--- config.mk ---
export PLATFORM = sky130hd
export DESIGN_NAME = systolic_skew_feeder_flat
export DESIGN_NICKNAME = d
export VERILOG_FILES = /design/src/rtl/systolic_skew_feeder_pkg.sv /design/src/rtl/systolic_skew_feeder_if.sv /design/src/rtl/systolic_skew_feeder_row_lane.sv /design/src/rtl/systolic_skew_feeder.sv /design/src/flat_wrapper.sv
export SDC_FILE = /design/constraint.sdc
export NUM_CORES = 1
export LEC_CHECK = 0
export CORE_MARGIN = 2
export CORE_UTILIZATION = 25
export CTS_CLUSTER_DIAMETER = 60
export DETAILED_ROUTE_END_ITERATION = 12
export MAX_ROUTING_LAYER = met4
export SYNTH_ARGS = -nofsm -noshare
export SYNTH_HDL_FRONTEND = slang
export SYNTH_SLANG_ARGS = --single-unit
--- constraint.sdc ---
create_clock -name clk -period 3.1 [get_ports clk]
set_input_delay 0.62 -clock clk [delete_from_list [all_inputs] [get_ports clk]]
set_output_delay 0.62 -clock clk [all_outputs]
set_load 0.05 [all_outputs]
--- src/rtl/systolic_skew_feeder_pkg.sv ---
// Shared types and defaults for the skewed systolic-array feeder.
// Optional performance counters are enabled with SKEW_FEEDER_PERF_EN.
package systolic_skew_feeder_pkg;

  typedef enum logic [1:0] {
    FDR_IDLE = 2'd0,
    FDR_RUN  = 2'd1,
    FDR_DONE = 2'd2
  } fdr_state_e;

  localparam int DEF_ROWS  = 8;
  localparam int DEF_DEPTH = 4;
  localparam int DEF_DW    = 16;

  // Index width that never collapses to zero bits for single-entry ranges.
  function automatic int idx_width(input int n);
    return (n > 1) ? $clog2(n) : 1;
  endfunction

endpackage

--- src/rtl/systolic_skew_feeder_if.sv ---
// Loader/consumer-side bus of the skew feeder: buffer write port, run launch and
// skewed activation/weight lanes with per-row done.
interface systolic_skew_feeder_if
  import systolic_skew_feeder_pkg::*;
#(
  parameter int ROWS  = DEF_ROWS,
  parameter int DEPTH = DEF_DEPTH,
  parameter int DW    = DEF_DW
);
  localparam int RW = idx_width(ROWS);
  localparam int IW = idx_width(DEPTH);

  logic                 wr_en;
  logic [RW-1:0]        wr_row;
  logic [IW-1:0]        wr_idx;
  logic [DW-1:0]        wr_act;
  logic [DW-1:0]        wr_wgt;
  logic                 start;
  logic [ROWS*DW-1:0]   activations;
  logic [ROWS*DW-1:0]   weights;
  logic [ROWS-1:0]      done;
  logic                 busy;
  logic                 finished;

  modport master (
    output wr_en, wr_row, wr_idx, wr_act, wr_wgt, start,
    input  activations, weights, done, busy, finished
  );

  modport slave (
    input  wr_en, wr_row, wr_idx, wr_act, wr_wgt, start,
    output activations, weights, done, busy, finished
  );

endinterface

--- src/rtl/systolic_skew_feeder_row_lane.sv ---
// One array row: DEPTH-entry act/wgt buffer, registered skewed output mux and
// sticky done bit. ROW is the lane's skew offset in cycles.
module systolic_skew_feeder_row_lane #(
  parameter int DEPTH = 4,
  parameter int DW    = 16,
  parameter int ROW   = 0,
  parameter int TW    = 4,
  parameter int IW    = 2
) (
  input  logic          clk,
  input  logic          rst_n,
  input  logic          en,
  input  logic          launch,
  input  logic          run,
  input  logic [TW-1:0] t,
  input  logic          wr_sel,
  input  logic [IW-1:0] wr_idx,
  input  logic [DW-1:0] wr_act,
  input  logic [DW-1:0] wr_wgt,
  output logic [DW-1:0] act,
  output logic [DW-1:0] wgt,
  output logic          done
);

  localparam logic [TW-1:0] ROW_T   = TW'(ROW);
  localparam logic [TW-1:0] DEPTH_T = TW'(DEPTH);

  logic [2*DW-1:0] mem [DEPTH];
  logic [TW-1:0]   k;
  logic            past_row;
  logic            in_win;
  logic            at_end;

  // k = t - ROW is only meaningful once t has reached this row's offset.
  assign k        = t - ROW_T;
  assign past_row = (t >= ROW_T);
  assign in_win   = past_row && (k < DEPTH_T);
  assign at_end   = past_row && (k == DEPTH_T);

  // Buffer contents survive reset; the caller always reloads before a run.
  always_ff @(posedge clk) begin
    if (en && wr_sel) begin
      mem[wr_idx] <= {wr_act, wr_wgt};
    end
  end

  always_ff @(posedge clk or negedge rst_n) begin
    if (!rst_n) begin
      act  <= '0;
      wgt  <= '0;
      done <= 1'b0;
    end else if (en) begin
      if (run && in_win) begin
        {act, wgt} <= mem[k[IW-1:0]];
      end else begin
        act <= '0;
        wgt <= '0;
      end
      if (launch) begin
        done <= 1'b0;
      end else if (run && at_end) begin
        done <= 1'b1;
      end
    end
  end

endmodule

--- src/rtl/systolic_skew_feeder.sv ---
// Skewed activation/weight feeder for the PE cluster: buffers ROWS x DEPTH pairs,
// streams row r delayed r cycles. Define SKEW_FEEDER_PERF_EN for run/stall counters.
module systolic_skew_feeder
  import systolic_skew_feeder_pkg::*;
#(
  parameter int ROWS  = DEF_ROWS,
  parameter int DEPTH = DEF_DEPTH,
  parameter int DW    = DEF_DW
) (
  input  logic                 clk,
  input  logic                 rst_n,
  input  logic                 en,
  systolic_skew_feeder_if.slave bus
`ifdef SKEW_FEEDER_PERF_EN
  ,
  output logic [31:0]          run_cycles,
  output logic [31:0]          stall_cycles
`endif
);

  localparam int RW = idx_width(ROWS);
  localparam int IW = idx_width(DEPTH);
  localparam int TW = $clog2(ROWS + DEPTH + 1);

  localparam logic [TW-1:0] LAST_T  = TW'(ROWS + DEPTH - 1);
  localparam logic [RW:0]   ROWS_L  = (RW + 1)'(ROWS);
  localparam logic [IW:0]   DEPTH_L = (IW + 1)'(DEPTH);

  fdr_state_e           state, state_nxt;
  logic [TW-1:0]        t, t_nxt;
  logic                 running;
  logic                 last;
  logic                 launch;
  logic                 wr_ok;
  logic                 finished_q;
  logic [ROWS-1:0][DW-1:0] act_q;
  logic [ROWS-1:0][DW-1:0] wgt_q;
  logic [ROWS-1:0]      done_q;

  assign running = (state == FDR_RUN);
  assign last    = running && (t == LAST_T);

  always_ff @(posedge clk or negedge rst_n) begin
    if (!rst_n) begin
      state <= FDR_IDLE;
      t     <= '0;
    end else begin
      state <= state_nxt;
      t     <= t_nxt;
    end
  end

  always_comb begin
    state_nxt = state;
    t_nxt     = t;
    launch    = 1'b0;
    if (en) begin
      unique case (state)
        FDR_IDLE, FDR_DONE: begin
          if (bus.start) begin
            state_nxt = FDR_RUN;
            t_nxt     = '0;
            launch    = 1'b1;
          end
        end
        FDR_RUN: begin
          if (last) begin
            state_nxt = FDR_DONE;
          end else begin
            t_nxt = t + 1'b1;
          end
        end
        default: state_nxt = FDR_IDLE;
      endcase
    end
  end

  // A write in the launch cycle lands before the first RUN edge reads the buffer.
  assign wr_ok = en && bus.wr_en && !running
                 && ({1'b0, bus.wr_row} < ROWS_L)
                 && ({1'b0, bus.wr_idx} < DEPTH_L);

  always_ff @(posedge clk or negedge rst_n) begin
    if (!rst_n) begin
      finished_q <= 1'b0;
    end else if (en) begin
      finished_q <= last;
    end
  end

  for (genvar r = 0; r < ROWS; r++) begin : g_lane
    systolic_skew_feeder_row_lane #(
      .DEPTH (DEPTH),
      .DW    (DW),
      .ROW   (r),
      .TW    (TW),
      .IW    (IW)
    ) u_lane (
      .clk    (clk),
      .rst_n  (rst_n),
      .en     (en),
      .launch (launch),
      .run    (running),
      .t      (t),
      .wr_sel (wr_ok && (bus.wr_row == RW'(r))),
      .wr_idx (bus.wr_idx),
      .wr_act (bus.wr_act),
      .wr_wgt (bus.wr_wgt),
      .act    (act_q[r]),
      .wgt    (wgt_q[r]),
      .done   (done_q[r])
    );
  end

  assign bus.activations = act_q;
  assign bus.weights     = wgt_q;
  assign bus.done        = done_q;
  assign bus.busy        = running;
  assign bus.finished    = finished_q;

`ifdef SKEW_FEEDER_PERF_EN
  always_ff @(posedge clk or negedge rst_n) begin
    if (!rst_n) begin
      run_cycles   <= '0;
      stall_cycles <= '0;
    end else if (running) begin
      if (en) begin
        run_cycles <= run_cycles + 32'd1;
      end else begin
        stall_cycles <= stall_cycles + 32'd1;
      end
    end
  end
`endif

endmodule

--- src/flat_wrapper.sv ---
// flat-port wrapper written by rule: the top's interface ports become plain ports
module systolic_skew_feeder_flat import systolic_skew_feeder_pkg::*;
#(
  parameter int ROWS  = DEF_ROWS,
  parameter int DEPTH = DEF_DEPTH,
  parameter int DW    = DEF_DW
)
  (clk, rst_n, en, bus_wr_en, bus_wr_row, bus_wr_idx, bus_wr_act, bus_wr_wgt, bus_start, bus_activations, bus_weights, bus_done, bus_busy, bus_finished);
  systolic_skew_feeder_if #(.ROWS(ROWS), .DEPTH(DEPTH), .DW(DW)) bus_i ();
  input  logic clk;
  input  logic rst_n;
  input  logic en;
  input wire logic [$bits(bus_i.wr_en)-1:0] bus_wr_en;
  input wire logic [$bits(bus_i.wr_row)-1:0] bus_wr_row;
  input wire logic [$bits(bus_i.wr_idx)-1:0] bus_wr_idx;
  input wire logic [$bits(bus_i.wr_act)-1:0] bus_wr_act;
  input wire logic [$bits(bus_i.wr_wgt)-1:0] bus_wr_wgt;
  input wire logic [$bits(bus_i.start)-1:0] bus_start;
  output wire logic [$bits(bus_i.activations)-1:0] bus_activations;
  output wire logic [$bits(bus_i.weights)-1:0] bus_weights;
  output wire logic [$bits(bus_i.done)-1:0] bus_done;
  output wire logic [$bits(bus_i.busy)-1:0] bus_busy;
  output wire logic [$bits(bus_i.finished)-1:0] bus_finished;
  assign bus_i.wr_en = bus_wr_en;
  assign bus_i.wr_row = bus_wr_row;
  assign bus_i.wr_idx = bus_wr_idx;
  assign bus_i.wr_act = bus_wr_act;
  assign bus_i.wr_wgt = bus_wr_wgt;
  assign bus_i.start = bus_start;
  assign bus_activations = bus_i.activations;
  assign bus_weights = bus_i.weights;
  assign bus_done = bus_i.done;
  assign bus_busy = bus_i.busy;
  assign bus_finished = bus_i.finished;
  systolic_skew_feeder #(.ROWS(ROWS), .DEPTH(DEPTH), .DW(DW)) u_core (.clk(clk), .rst_n(rst_n), .en(en), .bus(bus_i));
endmodule
# ---- Word level (Yosys, flattened, before mapping)
# Memory sizes are Yosys's and may differ from the RTL's.
# Index checks and enable logic that the tools add are counted.
dict set report totals {
  word_cells 211
  n_memories 8
  ram_bits 1024
  inputBits 42
  ff_bits 271
  output_inout_bits 266
}
dict set report classes {
  addsub 8
  eq_ne 21
  muxes 57
  n_lt_le_gt_ge 16
  reduce_logical 74
}
# memory words width read_ports rd_ports_with_merged_regs wr line_no
set memory_table {}
lappend memory_table {{u_core.g_lane[0].u_lane.mem} 4 32 1 0 1 systolic_skew_feeder_row_lane.sv:28} ;# logic [2*DW-1:0] mem [DEPTH];
lappend memory_table {{u_core.g_lane[1].u_lane.mem} 4 32 1 0 1 systolic_skew_feeder_row_lane.sv:28}
lappend memory_table {{u_core.g_lane[2].u_lane.mem} 4 32 1 0 1 systolic_skew_feeder_row_lane.sv:28}
lappend memory_table {{u_core.g_lane[3].u_lane.mem} 4 32 1 0 1 systolic_skew_feeder_row_lane.sv:28}
lappend memory_table {{u_core.g_lane[4].u_lane.mem} 4 32 1 0 1 systolic_skew_feeder_row_lane.sv:28}
lappend memory_table {{u_core.g_lane[5].u_lane.mem} 4 32 1 0 1 systolic_skew_feeder_row_lane.sv:28}
lappend memory_table {{+2 memories} n/a n/a n/a n/a n/a n/a}
# op count
set op_table {}
lappend op_table {{$mux W16} 16}
lappend op_table {{$logic_and A1 B1 Y1} 51}
lappend op_table {{$mux W1} 35}
lappend op_table {{$eq A4 B3 Y1 const B} 8}
lappend op_table {{$lt A4 B3 Y1 const B} 8}
lappend op_table {{$reduce_bool A2 Y1} 9}
lappend op_table {{$ge A4 B3 Y1 const B} 4}
lappend op_table {{$reduce_and A2 Y1} 8}
lappend op_table {{$sub A4 B3 Y4 const B} 4}
lappend op_table {{$eq A3 B3 Y1 const B} 4}
lappend op_table {{$ge A4 B1 Y1 const B} 2}
lappend op_table {{$ge A4 B2 Y1 const B} 2}
lappend op_table {{$mux W4} 2}
lappend op_table {{$pmux W4 S2} 1}
lappend op_table {{$sub A4 B2 Y4 const B} 2}
lappend op_table {{$eq A3 B2 Y1 const B} 2}
lappend op_table {{$add A4 B1 Y4 const B} 1}
lappend op_table {{$eq A4 B4 Y1 const B} 1}
lappend op_table {{$mux W2} 2}
lappend op_table {{$ne A2 B2 Y1 const B} 2}
lappend op_table {{$pmux W2 S2} 1}
lappend op_table {{$reduce_and A4 Y1} 1}
lappend op_table {{$sub A4 B1 Y4 const B} 1}
lappend op_table {{$eq A3 B1 Y1 const B} 1}
lappend op_table {{8 further kinds} 8}

# ---- Depth between registers and ports, before layout
dict set report logic_depth {
  ltp_word 7
  depth_mapped 10
  ltp_nobuf 6
}

# ---- Modules after synthesis
# From an unflattened synthesis, not the netlist that was laid out.
dict set report unflattened {
  cells_unflattened 2592
  hier_area_um2 49723.9
}
# module area_per_inst_um2 instances seq_area_each_um2 cells_per_inst
set by_module_without_submodules {}
lappend by_module_without_submodules {{systolic_skew_feeder_row_lane (u_core.g_lane[5].u_lane)} 6303.5 1 4669.5 331}
lappend by_module_without_submodules {{systolic_skew_feeder_row_lane (u_core.g_lane[1].u_lane)} 6298.5 1 4669.5 332}
lappend by_module_without_submodules {{systolic_skew_feeder_row_lane (u_core.g_lane[6].u_lane)} 6272.3 1 4669.5 325}
lappend by_module_without_submodules {{systolic_skew_feeder_row_lane (u_core.g_lane[3].u_lane)} 6227.2 1 4669.5 327}
lappend by_module_without_submodules {{systolic_skew_feeder_row_lane (u_core.g_lane[2].u_lane)} 6190.9 1 4669.5 327}
lappend by_module_without_submodules {{systolic_skew_feeder_row_lane (u_core.g_lane[7].u_lane)} 6087.1 1 4669.5 325}
lappend by_module_without_submodules {{systolic_skew_feeder_row_lane (u_core.g_lane[4].u_lane)} 5993.2 1 4669.5 314}
lappend by_module_without_submodules {{systolic_skew_feeder_row_lane (u_core.g_lane[0].u_lane)} 5865.6 1 4669.5 253}
lappend by_module_without_submodules {systolic_skew_feeder 485.5 1 175.2 58}

# ---- Worst setup path after synthesis
# OpenSTA, ideal clock, no wires.
dict set report synth_timing {
  path_type {register -> register}
  startpoint {register u_core.state[0]}
  endpoint {memory u_core.g_lane[7].u_lane.mem[0][0] in the netlist's numbering, enable pin}
  path_stages_with_launch 7
  setup_ps 421
  n_path_buf 1
  arrival_time_ps 2841
  slack_ps -163
  synth_period_minus_slack_ps 3263
  t_required_ps 2679
  path_cell_list {dfrtp_1 -> buf_2 -> nand2b_1 -> inv_1 -> nor3b_1 -> nand3_1 -> nor2_1}
}
dict set report synth_between {
  elab_chain_len 7
}
# element line_no
set synth_rtl {}
lappend synth_rtl {{start, declared} systolic_skew_feeder.sv:29} ;# fdr_state_e state, state_nxt;
lappend synth_rtl {{start signal, assigned} systolic_skew_feeder.sv:48} ;# state <= state_nxt;
lappend synth_rtl {{$eq A2 B1 Y1} systolic_skew_feeder.sv:40} ;# assign running = (state == FDR_RUN);
lappend synth_rtl {{named net bus_busy} flat_wrapper.sv:22} ;# output wire logic [$bits(bus_i.busy)-1:0] bus_busy;
lappend synth_rtl {{$logic_not A1 Y1} systolic_skew_feeder.sv:79} ;# assign wr_ok = en && bus.wr_en && !running
lappend synth_rtl {{$logic_and A1 B1 Y1} systolic_skew_feeder.sv:79}
lappend synth_rtl {{$logic_and A1 B1 Y1} systolic_skew_feeder.sv:105} ;# .wr_sel (wr_ok && (bus.wr_row == RW'(r))),
lappend synth_rtl {{$logic_and A1 B1 Y1} systolic_skew_feeder_row_lane.sv:42} ;# if (en && wr_sel) begin
lappend synth_rtl {{$mux W1} systolic_skew_feeder_row_lane.sv:42}
lappend synth_rtl {{$mux W1 (implied by the code)} systolic_skew_feeder_row_lane.sv:43} ;# mem[wr_idx] <= {wr_act, wr_wgt};
lappend synth_rtl {{end, declared} systolic_skew_feeder_row_lane.sv:28}
# The timed path passes the listed nets, and every way through them passes these cells.

# ---- Worst setup path in the final report
dict set report layout_timing {
  startpoint {register u_core.state[0]}
  endpoint {output port bus_busy}
}
dict set report layout_between {
  elab_chain_len 1
}
# element line_no
set layout_rtl {}
lappend layout_rtl {{$eq A2 B1 Y1} systolic_skew_feeder.sv:40}
lappend layout_rtl {{end, declared} flat_wrapper.sv:22}
# Every way passes these cells.

==> impl_metrics.ini <==
[status]
status = completed

[layout]
layout_common_cells = edfxtp_1, clkdlybuf4s50_1, dfrtp_1
drive_gt1_share_pct = 23.1
area_delta_synth_final_pct = 22.7
multi_input_area_mm2 = 0.00949
post-route-cell-area_mm2 = 0.0590
fin_nets = 2714
nFillCells = 18318
final_common_cell = edfxtp_1
ff_latch_area_mm2 = 0.0375

[logic_synthesis]
synth_nets = 2346
yosysSeqAreaShare_pct = 78.1
ys_async_sr_fraction_pct = 20.9
ys_warn_count = 0
ys_types = 46
synth_edf_count = 1024
synthFlopType = edfxtp_1
ys_ff_latch = 1295
synth_cells = 2290
synth.cell_area_mm2 = 0.0481
avgSynthCellArea_um2 = 21.0

[die]
core.rowCount = 160
die-area_mm2 = 0.196
die_w_um = 442
top_level_ports = 308
die_h_um = 442
start_util_pct = 25.2
coreArea_mm2 = 0.191

[min_path]
hold_path.class = input pin to async pin

[global_routing]
track_usage_pct = 13.5
antenna_found_initial = 15
grt_pass1_wl_um = 184000
grt.overflow.total = 0
grt_pass1_vias = 24203
grt_max_degree = 86

[timing]
hold_ws_ns = 0.429
rsz0062_at_grt = false
period_share_pct = 96.9
worstMarginPinSlew_ns = 1.17
fin_setup_tns_ns = 0
finalMaxSlewViolations = 0
relSlewSlack_pct = 22.0
hold_viol = 0
setup_viol_count_final = 0
fin_crit_ns = 3.00
skew_ns = 0.0334
fmax_ghz = 0.333

[place]
routabilityCongestion = 0.788
dpl-instance-area_mm2 = 0.0548
dp_hpwl_um = 80600
portBuffers = 307

[power_and_ir_drop]
powerDensity_mw_per_mm2 = 848
switching_share_pct = 32.4
switchingPower_mw = 16.2
pwr-share-seq_pct = 40.6
vdd_drop_max_uv = 633
leakagePower_nw = 19.8
power_frac_clock_pct = 30.2
p_int_mw = 33.8
power.share.combinational_pct = 29.2

[cts]
postCtsSetupBuffers = 0
cts.path.max_buffers = 3
root_buffer = clkbuf_16
clkSlewWorstSetupHoldPaths_ns = 0.06
cts_tree = built
cts.sinks = 1295
clkLatencyLatePin_ns = 0.75
cts_buffers = 117
htree_levels = 3

[setup_path]
end_kind = primary output
cp_slowest_cell = dlygate4sd2_1
worst_ep_required_time_ns = 2.48
critical_path_arrival_ns = 2.38
crit_type = flop to primary output
cp-start-kind = flop
path_cells = nand2b_1 > inv_1 > dlygate4sd2_1
cp_max_fo = 9
slowest_delay_ns = 0.58
regToRegSetupSlack_ns = 0.40

[routing]
vias = 23228
drc_errors = 0
wl_per_cell_um = 24.7
routed_wl_um = 131000
drtAntennaViolNets = 0
drtPass1Iterations = 5
detail_route.vias_per_cell = 4.39
drtIter0Drc = 2133

[job]
max_cap_violations = 0
-- through the flow --
stage | setup slack [ns] | util, % | cells | power [mW]
2_1_floorplan | -0.163 | - | 2290 | 30.1
3_3_place_gp | 0.157 | 28.8 | 5049 | 35.6
3_5_place_dp | 0.221 | 28.8 | 5049 | 35.6
4_1_cts | 0.0477 | 30.9 | 5271 | 50.8
5_1_grt | 0.0105 | 30.9 | 5283 | 51.9
6_report | 0.0954 | 30.9 | 5288 | 50.0
-- cells in the mapped netlist, types with 2 or more instances --
library cell,count,area share (%)
dfrtp_1,271,14
xnor2_1,4,0.073
nor2b_1,3,0.039
o22ai_1,3,0.039
edfxtp_1,1024,64
nor2_1,44,0.34
clkbuf_1,61,0.48
inv_1,169,1.3
a21boi_0,3,0.047
mux2i_1,2,0.042
buf_6,5,0.12
a31oi_1,3,0.039
nor3_1,2,0.021
or2_2,2,0.026
nand2_1,51,0.40
a41oi_1,3,0.055
nand2b_1,5,0.065
o2bb2ai_2,30,0.94
buf_2,43,0.45
a32o_1,64,1.3
buf_1,21,0.16
o2bb2ai_1,162,3.0
nand3_1,5,0.052
mux4_2,256,12
o21ai_0,8,0.083
and3b_1,2,0.036
ha_1,14,0.36
buf_4,9,0.14
a21oi_1,4,0.042
-- final cells by class --
type	instances	area share, %
Antenna cell	17	0.0722
Clock buffer	161	5.72
Clock inverter	60	1.18
Inverter	170	1.10
Multi-Input combinational cell	686	16.1
Sequential cell	1295	63.7
Tap cell	2511	5.33
Timing Repair Buffer	388	6.83
-- logic make-up after synthesis --
kind of cell    count (synthesis)  share of synthesized area, %
xor+xnor                        5                        0.0911
fa+ha+maj                      14                         0.364
compound gates                287                          5.64
mux                           259                          12.1
buf+inv                       309                          2.67
flops                        1295                          78.1
simple gates                  121                          1.09
-- flip-flops by register name (all words and copies together), names as in the netlist --
register                   cells
u_core.g_lane.u_lane.act     128
u_core.g_lane.u_lane.wgt     128
u_core.bus.finished            1
u_core.state                   2
u_core.t                       4
u_core.g_lane.u_lane.mem    1024
u_core.g_lane.u_lane.done      8
-- power groups by stage --
stage | Combinational [mW] | Clock, mW | Sequential, mW
CTS | 15.0 | 15.5 | 20.3
floorplan | 7.13 | 0 | 23.0
finish | 14.6 | 15.1 | 20.3
global route | 15.5 | 16.1 | 20.4
global placement | 14.9 | 0 | 20.7
detailed placement | 15.0 | 0 | 20.7
-- timing repair --
action                     4_1_cts  5_1_grt
setup endpoints to repair        1        0
hold endpoints to repair        38        0
hold buffers                     1        0
gates resized for setup          1        0
-- worst paths after layout --
path,start,to,cells after the start
max in group asynchronous,rst_n,u_core.g_lane[5].u_lane.act[5],3
hold / removal,rst_n,u_core.g_lane[1].u_lane.wgt[5],2
setup / recovery,u_core.state[0],bus_busy,3
setup reg to reg,u_core.t[2],u_core.g_lane[3].u_lane.act[14],7
min in group clk,en,u_core.g_lane[3].u_lane.act[8],4
hold reg to reg,u_core.g_lane[1].u_lane.wgt[15],u_core.g_lane[1].u_lane.wgt[15],1
-- per-layer routing --
layer,track usage [%],part of all wire [%]
met4,5.02,3.3
met5,-,0
met3,2.97,5.9
met1,15.6,39
met2,23.0,52
-- worst max-delay path, delay by kind of cell, from the launching register on --
kind | cells | cell delay [ns]
flip-flops | 1 | 0.51
buffers and inverters | 2 | 0.94
AND/OR/NAND/NOR | 1 | 0.19
Note: power is estimated with default switching activity, not from simulation.
